## src/rtl/shift_reg_univ.sv

```systemverilog
// WIDTH-bit universal shift register: load, logical/arithmetic shifts, rotates,
// soft clear, plus a saturating count of shift/rotate operations since the last load or clear.
module shift_reg_univ #(
  parameter int                 WIDTH     = 8,
  parameter logic [WIDTH-1:0]   RESET_VAL = '0,
  parameter int                 CNT_W     = 4
) (
  input  logic             clk,
  input  logic             clr,
  input  logic             en,
  input  logic [2:0]       mode,
  input  logic [WIDTH-1:0] d,
  input  logic             sin,
  output logic [WIDTH-1:0] q,
  output logic             sout_l,
  output logic             sout_r,
  output logic             zero,
  output logic [CNT_W-1:0] shift_cnt
);

  typedef enum logic [2:0] {
    M_HOLD = 3'b000,
    M_LOAD = 3'b001,
    M_SHL  = 3'b010,
    M_SHR  = 3'b011,
    M_ROL  = 3'b100,
    M_ROR  = 3'b101,
    M_ASR  = 3'b110,
    M_SCLR = 3'b111
  } mode_e;

  localparam logic [CNT_W-1:0] CNT_MAX = {CNT_W{1'b1}};

  mode_e            op;
  logic [WIDTH-1:0] q_next;
  logic             cnt_clear;
  logic             cnt_inc;

  assign op = mode_e'(mode);

  // NOTE: every signal gets a default before the case so no path leaves it
  // unassigned; otherwise synthesis infers a latch.
  always_comb begin
    q_next    = q;
    cnt_clear = 1'b0;
    cnt_inc   = 1'b0;
    unique case (op)
      M_HOLD: ;
      M_LOAD: begin
        q_next    = d;
        cnt_clear = 1'b1;
      end
      M_SHL: begin
        q_next  = {q[WIDTH-2:0], sin};
        cnt_inc = 1'b1;
      end
      M_SHR: begin
        q_next  = {sin, q[WIDTH-1:1]};
        cnt_inc = 1'b1;
      end
      M_ROL: begin
        q_next  = {q[WIDTH-2:0], q[WIDTH-1]};
        cnt_inc = 1'b1;
      end
      M_ROR: begin
        q_next  = {q[0], q[WIDTH-1:1]};
        cnt_inc = 1'b1;
      end
      M_ASR: begin
        q_next  = {q[WIDTH-1], q[WIDTH-1:1]};
        cnt_inc = 1'b1;
      end
      M_SCLR: begin
        q_next    = RESET_VAL;
        cnt_clear = 1'b1;
      end
      default: ;
    endcase
  end

  // NOTE: registers use non-blocking assignments so every flop samples the
  // pre-edge values, regardless of the order the statements are written in.
  always_ff @(posedge clk) begin
    if (clr) begin
      q         <= RESET_VAL;
      shift_cnt <= '0;
    end else if (en) begin
      q <= q_next;
      if (cnt_clear)
        shift_cnt <= '0;
      else if (cnt_inc && shift_cnt != CNT_MAX)
        shift_cnt <= shift_cnt + 1'b1;
    end
  end

  // Serial taps expose the bit the next shift/rotate will push out.
  assign sout_l = q[WIDTH-1];
  assign sout_r = q[0];
  assign zero   = (q == '0);

endmodule

```

## config.mk

```make
export PLATFORM = sky130hd
export DESIGN_NAME = shift_reg_univ
export DESIGN_NICKNAME = d
export VERILOG_FILES = /design/src/rtl/shift_reg_univ.sv
export SDC_FILE = /design/constraint.sdc
export NUM_CORES = 1
export LEC_CHECK = 0
export BUFFER_PORTS_ARGS = -buffer_cell sky130_fd_sc_hd__buf_2
export CAP_MARGIN = 15
export CORE_MARGIN = 2
export CORE_UTILIZATION = 46
export CTS_BUF_LIST = sky130_fd_sc_hd__clkbuf_8 sky130_fd_sc_hd__clkbuf_16
export DETAILED_ROUTE_END_ITERATION = 16
export GPL_TIMING_DRIVEN = 0
export HOLD_SLACK_MARGIN = 0.05
export PLACE_DENSITY = 0.81
export SYNTH_ARGS = -nofsm -noshare
export SYNTH_HDL_FRONTEND = slang
export SYNTH_SLANG_ARGS = --single-unit
```

## constraint.sdc

```tcl
create_clock -name clk -period 1.2 [get_ports clk]
set_input_delay 0.06 -clock clk [delete_from_list [all_inputs] [get_ports clk]]
set_output_delay 0.06 -clock clk [all_outputs]
set_load 0.01 [all_outputs]
```

==> summary.md, run 1 <==
| Metric | Value |
|---|---|
| Run status | finished, violations left |
| Violations in the final reports | negative setup slack |
| IO Count | 30 |
| Crit end category | output pin |
| Overall Global Routing Usage | 0.231 |
| Fin. max-slew vios | 0 |
| Slew headroom | 0.651 |
| RSZ-0062 raised after global routing | true |
| Drt first pass iters | 5 |
| CTS tree | built |
| Mapped Avg Cell Area | 9.69 µm² |
| # port buffers | 27 |
| Placed Cells | 165 |
| CP Max Fanout | 2 |
| Share of layout cells above drive strength 1 | 0.658 |
| WL per Instance | 18.0 µm |
| Met1 usage | 0.282 |
| Final WS setup | -218 ps |
| GRT Max-Usage Layer | met2 |
| Clk_lat worst skew | 240 ps |
| Most frequent cells in the layout | buf_2 (26), buf_4 (12), buf_6 (9) |
| CTS H-tree lvls | 1 |
| Final period util | 1.18 |
| Bufs on Longest Clock Path | 2 |
| FF-to-FF path depth | 4 |
| Root buffer cell | clkbuf_8 |
| Worst stage delay on the critical path | 530 ps |
| DR DRC count | 0 |
| HP Class | in -> reg |
| Slowest stage cell, crit path | or4_4 |
| Core ar. | 0.00221 mm² |
| Non-filler instance count after layout | 183 |
| Final WL | 3300 µm |
| P&R area growth vs syn | 55.4% |
| PD cells | 820 mW/mm² |
| Diode count | 0 |
| Startpoint Class | flop |
| Gpl congestion | 0.793 |
| Die Wd | 52.1 µm |
| Syn nets | 129 |
| GRT overflow | 0 |
| Final setup violating endpoints | 5 |
| Initial antenna violation count | 0 |
| CTS Buf Count | 3 |
| Clk slew on worst S/H paths | 60 ps |
| Initial Util | 0.482 |
| CP cell instances | or4_4 > nor2_2 > buf_2 |
| CP arrival | 1360 ps |
| Min-Delay Startpoint | d[0] |
| Layout net count | 175 |
| Top Family by Delay on Critical Path | simple AND/OR/NAND/NOR gates |
| Die height | 52.1 µm |
| Register bit total from synthesis | 12 |
| Multi-input logic area | 900 µm² |
| Total number of vias | 1116 |
| Grt met3 use | 0.0546 |
| Vias in the first global route | 1029 |
| Max-cap violations | 0 |
| Register-to-register setup slack | -70 ps |
| Vias per cell | 6.10 |
| Num rows | 17 |
| Seq/Total Area, Yosys | 0.225 |
| Yosys Warn Count | 0 |
| FF-to-FF End | q[6] |
| Synth Instances | 110 |
| CP bufs+invs | 1 |
| Ys async rst share | 0 |
| # hold bufs at CTS | 0 |
| DPL Wire Length | 1890 µm |
| Final Critical Period | 1420 ps |
| Leakage | 0.719 nW |
| Crit Reg-Reg Startpoint | q[5] |
| Mapped cell area | 0.00107 mm² |
| Global routing usage on met2 | 0.405 |
| Commonest non-fill, non-tap cell in the layout | buf_2 |
| Final Skew | 4.61 ps |
| Fill count | 147 |
| CTS sink count | 12 |
| Starting DRC count in detailed routing | 19 |
| Tot Pwr | 1.36 mW |
| CP required | 1140 ps |
| Crit path kind | reg -> out |
| Pin count of the biggest net entering global routing | 11 |
| Register area | 259 µm² |
| Hold Vio Cnt, Final | 0 |
| Synth cell types | 45 |
| First-pass GRT wire length | 4710 µm |
| Post-synth top flop | dfxtp_1 |
| Die area | 0.00272 mm² |
| Hold Path End | q[0] |
| Max frequency | 705 MHz |
| Worst-Margin Slew | 523 ps |
| EDFF count, synth | 0 |
| ANT nets after route | 0 |
| Hold depth | 3 |
| Worst IR Drop VDD | 0.000838 V |
[metal layers]
layer  vias up  routed length (µm)  share of wire
li1        523                   -              -
met1       537                1370           0.42
met2        48                1680           0.51
met3         8                 179          0.054
met4         0                  63          0.019
met5         -                   0              0
[metrics by stage]
| stage | setup slack [ps] | area, µm² | hold WS (ps) | setup TNS, ps | util |
|---|---|---|---|---|---|
| 3_3_place_gp | -335 | 1280 | 367 | -2530 | 0.580 |
| 4_1_cts | -213 | 1420 | 113 | -310 | 0.640 |
| 6_report | -218 | 1660 | 130 | -344 | 0.749 |
| 3_5_place_dp | -375 | 1280 | 380 | -3020 | 0.580 |
| 5_1_grt | -241 | 1660 | 143 | -712 | 0.749 |
| 2_1_floorplan | -13.3 | 1110 | 255 | -54.0 | - |
[layout make-up]
type	instances	area share
Buffer	12	0.0680
Clock buffer	4	0.0332
Inverter	3	0.0144
Multi-Input combinational cell	83	0.543
Sequential cell	12	0.156
Tap cell	28	0.0211
Timing Repair Buffer	41	0.164
[repair_timing]
action,4_1_cts,5_1_grt
gates resized for setup,15,34
gates cloned,0,1
setup endpoints to repair,11,11
buffers inserted,5,8
pin swaps,5,10
[registers in the layout (all words and copies together) (netlist names)]
signal	count
shift_cnt	4
q	8
[logic make-up (layout without fill, tap and decap cells)]
family	count (synthesis)	after routing	synth area share
adder cells (fa/ha/maj)	4	4	0.0470
AND/OR/NAND/NOR	35	35	0.217
multiplexers	8	8	0.0833
flip-flops	12	12	0.225
XOR/XNOR	2	2	0.0235
buffers and inverters	15	60	0.0998
AO/OA/AOI/OAI	34	34	0.304
[how the worst max path moves through the flow]
| stage | end | depth (start not counted) | from | slack [ps] |
|---|---|---|---|---|
| floorplan | q[6] | 8 | mode[1] | -10 |
| global placement | q[0] | 7 | mode[2] | -340 |
| detailed placement | q[0] | 7 | mode[2] | -370 |
| CTS | zero | 3 | q[5] | -210 |
| global route | zero | 3 | q[5] | -240 |
| finish | zero | 3 | q[5] | -220 |
[cell usage after synthesis (2+ instances only)]
library cell | n | share of area
nor2b_1 | 8 | 0.047
nand2_1 | 3 | 0.011
clkbuf_1 | 3 | 0.011
or4_1 | 2 | 0.014
a221oi_2 | 6 | 0.085
mux2_2 | 6 | 0.063
ha_1 | 4 | 0.047
nand3_1 | 2 | 0.0094
nand2b_1 | 2 | 0.012
o21ai_2 | 2 | 0.016
inv_1 | 3 | 0.011
buf_6 | 5 | 0.053
dfxtp_1 | 12 | 0.23
o41ai_1 | 6 | 0.049
o21ai_0 | 2 | 0.0094
buf_4 | 3 | 0.021
a21oi_1 | 3 | 0.014
nor2_1 | 3 | 0.011
nand3b_1 | 7 | 0.049
nor3b_1 | 2 | 0.014
a22o_1 | 2 | 0.016
[worst min-delay path: stages]
cell	delay, ps
buf_2	100
nor2b_1	100
o41ai_1	80
[where the power goes]
| part | internal [mW] | total (mW) | switching (mW) |
|---|---|---|---|
| registers | 0.414 | 0.440 | 0.0258 |
| clock network | 0.290 | 0.444 | 0.154 |
| logic | 0.246 | 0.474 | 0.228 |
| total | 0.951 | 1.36 | 0.408 |
(Power assumes the default switching activity.)
==> inputs of run 2 (changes only) <==
--- a/config.mk
+++ b/config.mk
@@ -8,12 +8,13 @@
 export BUFFER_PORTS_ARGS = -buffer_cell sky130_fd_sc_hd__buf_2
 export CAP_MARGIN = 15
 export CORE_MARGIN = 2
-export CORE_UTILIZATION = 46
+export CORE_UTILIZATION = 51
 export CTS_BUF_LIST = sky130_fd_sc_hd__clkbuf_8 sky130_fd_sc_hd__clkbuf_16
 export DETAILED_ROUTE_END_ITERATION = 16
+export GPL_ROUTABILITY_DRIVEN = 0
 export GPL_TIMING_DRIVEN = 0
 export HOLD_SLACK_MARGIN = 0.05
-export PLACE_DENSITY = 0.81
+export PLACE_DENSITY = 0.84
 export SYNTH_ARGS = -nofsm -noshare
 export SYNTH_HDL_FRONTEND = slang
 export SYNTH_SLANG_ARGS = --single-unit
==> constraint.sdc (replaced) <==
create_clock -name clk -period 1.5 [get_ports clk]
set_input_delay 0.075 -clock clk [delete_from_list [all_inputs] [get_ports clk]]
set_output_delay 0.075 -clock clk [all_outputs]
set_load 0.01 [all_outputs]
==> run 2 against run 1 <==
Effect of this change: the flow now finishes without violations; wire length fell by 22%; first-iteration DRC count fell by 11%; count of clock-buffer cells in the layout did not move; core utilization fell by 8.8 points; critical endpoint unchanged.
==> summary.md, run 2 (synthesis results as in run 1) <==
| Metric | Value |
|---|---|
| Run status | completed |
| Max frequency | 695 MHz |
| Fin. max-slew vios | 0 (unchanged) |
| CTS H-tree lvls | 1 (unchanged) |
| Crit path kind | reg -> out |
| Slowest stage cell, crit path | or4_1 |
| Initial antenna violation count | 0 (unchanged) |
| Bufs on Longest Clock Path | 2 (unchanged) |
| Final Critical Period | 1440 ps |
| Layout net count | 161 (-8.0%) |
| FF-to-FF path depth | 5 (+1) |
| Worst stage delay on the critical path | 520 ps (about the same) |
| DR DRC count | 0 (unchanged) |
| Die height | 49.7 µm (-4.6%) |
| Pin count of the biggest net entering global routing | 11 (unchanged) |
| Max FFs per register | 8 (unchanged) |
| Total number of vias | 1038 (-7.0%) |
| Final Skew | 2.22 ps (-2.39 ps) |
| Worst IR Drop VDD | 0.000415 V (-51%) |
| Most frequent cells in the layout | buf_2 (28), nor2b_1 (8), dfxtp_1 (8) |
| Initial Util | 0.543 (+0.0615) |
| Final setup violating endpoints | 0 (-5) |
| CP arrival | 1360 ps (about the same) |
| Drt first pass iters | 4 (-1) |
| CTS Buf Count | 3 (unchanged) |
| Vias per cell | 6.18 (+1.3%) |
| Fin area | 0.00130 mm² (-22%) |
| CTS sink count | 12 (unchanged) |
| WL per Instance | 15.3 µm (-15%) |
| DPL Wire Length | 1900 µm (+0.65%) |
| Commonest non-fill, non-tap cell in the layout | buf_2 |
| ANT nets after route | 0 (unchanged) |
| # port buffers | 27 (unchanged) |
| Starting DRC count in detailed routing | 17 (-2) |
| Startpoint Class | flop |
| First-pass GRT wire length | 4120 µm (-13%) |
| Worst-Margin Slew | 461 ps (-62.2 ps) |
| CTS tree | built |
| Slew headroom | 0.693 (+0.0414) |
| Post-CTS sizing | 0 (-15) |
| DP Area | 0.00123 mm² (-3.7%) |
| CP cell instances | or4_1 > nor2_1 > buf_2 |
| Crit end category | output pin |
| RSZ-0062 raised after global routing | false |
| Final WS setup | 61.1 ps (+279 ps) |
| Top Registers | q (8), shift_cnt (4) |
| PD cells | 748 mW/mm² (-8.8%) |
| Final period util | 0.959 |
| Die area | 0.00247 mm² (-9.1%) |
| Vias in the first global route | 948 (-7.9%) |
| Post-CTS Repair Setup Buffers | 0 (-5) |
| Post-layout util | 0.661 (-0.0882) |
| Hold Vio Cnt, Final | 0 (unchanged) |
| Hold depth | 3 (unchanged) |
| Num rows | 16 (-1) |
| Die Wd | 49.7 µm (-4.6%) |
| P&R area growth vs syn | 21.6% |
| Fill count | 190 (+29%) |
| IO Count | 30 (unchanged) |
| GRT overflow | 0 (unchanged) |
| Core ar. | 0.00196 mm² (-11%) |
| # hold bufs at CTS | 0 (unchanged) |
| Max-cap violations | 0 (unchanged) |
| Overall Global Routing Usage | 0.214 (-0.0172) |
| HP Class | in -> reg |
| CP required | 1420 ps (+280 ps) |
| Root buffer cell | clkbuf_8 |
| Non-filler instance count after layout | 168 (-8.2%) |
| Clk_lat worst skew | 240 ps (about the same) |
| Pre-CTS setup slack | -229 ps (+146 ps) |
| Placed Cells | 164 (-0.61%) |
| Diode count | 0 (unchanged) |
| Clk slew on worst S/H paths | 50 ps (about the same) |
| Leakage | 0.592 nW (-18%) |
| CP Max Fanout | 6 (+4) |
| Share of layout cells above drive strength 1 | 0.468 (-0.190) |
| Final WL | 2580 µm (-22%) |
| Reg with most FFs | q |
==> run 2: worst paths after layout <==
kind / startpoint / to / slack [ps]
worst max-delay path: q[5] / zero / 60
worst min-delay path: d[5] / q[5] / 120
worst max register to register: shift_cnt[0] / shift_cnt[3] / 200
worst min register to register: shift_cnt[3] / shift_cnt[3] / 510
==> run 2: metrics by stage <==
stage	total power, mW	hold WS (ps)	setup TNS (ps)
detailed placement	0.610	390	-917
CTS	0.968	131	0
floorplan	0.535	270	0
global route	1.01	143	0
finish	0.970	122	0
global placement	0.600	379	-621
==> run 2: metal layers <==
layer	GRT usage	wire, µm	vias to the layer above
li1	-	-	485
met1	0.265	1130	513
met2	0.373	1300	35
met3	0.0182	104	5
met4	0.0972	43	0
met5	0	0	-
==> run 2: critical path, delay by kind of cell (launching register included) <==
kind	cells	cell delay, ps
buffers and inverters	1	140
flip-flops	1	340
AND/OR/NAND/NOR	2	640
==> run 2: layout make-up <==
| type | instances | area, µm² | share of cell area |
|---|---|---|---|
| multi-input combinational | 83 | 719 | 0.555 |
| tap | 27 | 33.8 | 0.0261 |
| timing repair buffer | 27 | 135 | 0.104 |
| inverter | 3 | 11.3 | 0.00869 |
| sequential | 12 | 245 | 0.189 |
| buffer | 12 | 96.3 | 0.0743 |
| clock buffer | 4 | 55.1 | 0.0425 |
==> run 2: where the power goes <==
part	leakage, nW	switching (mW)	internal [mW]
registers	0.0993	0.0216	0.333
logic	0.464	0.133	0.121
clock network	0.0288	0.128	0.232
total	0.592	0.283	0.687
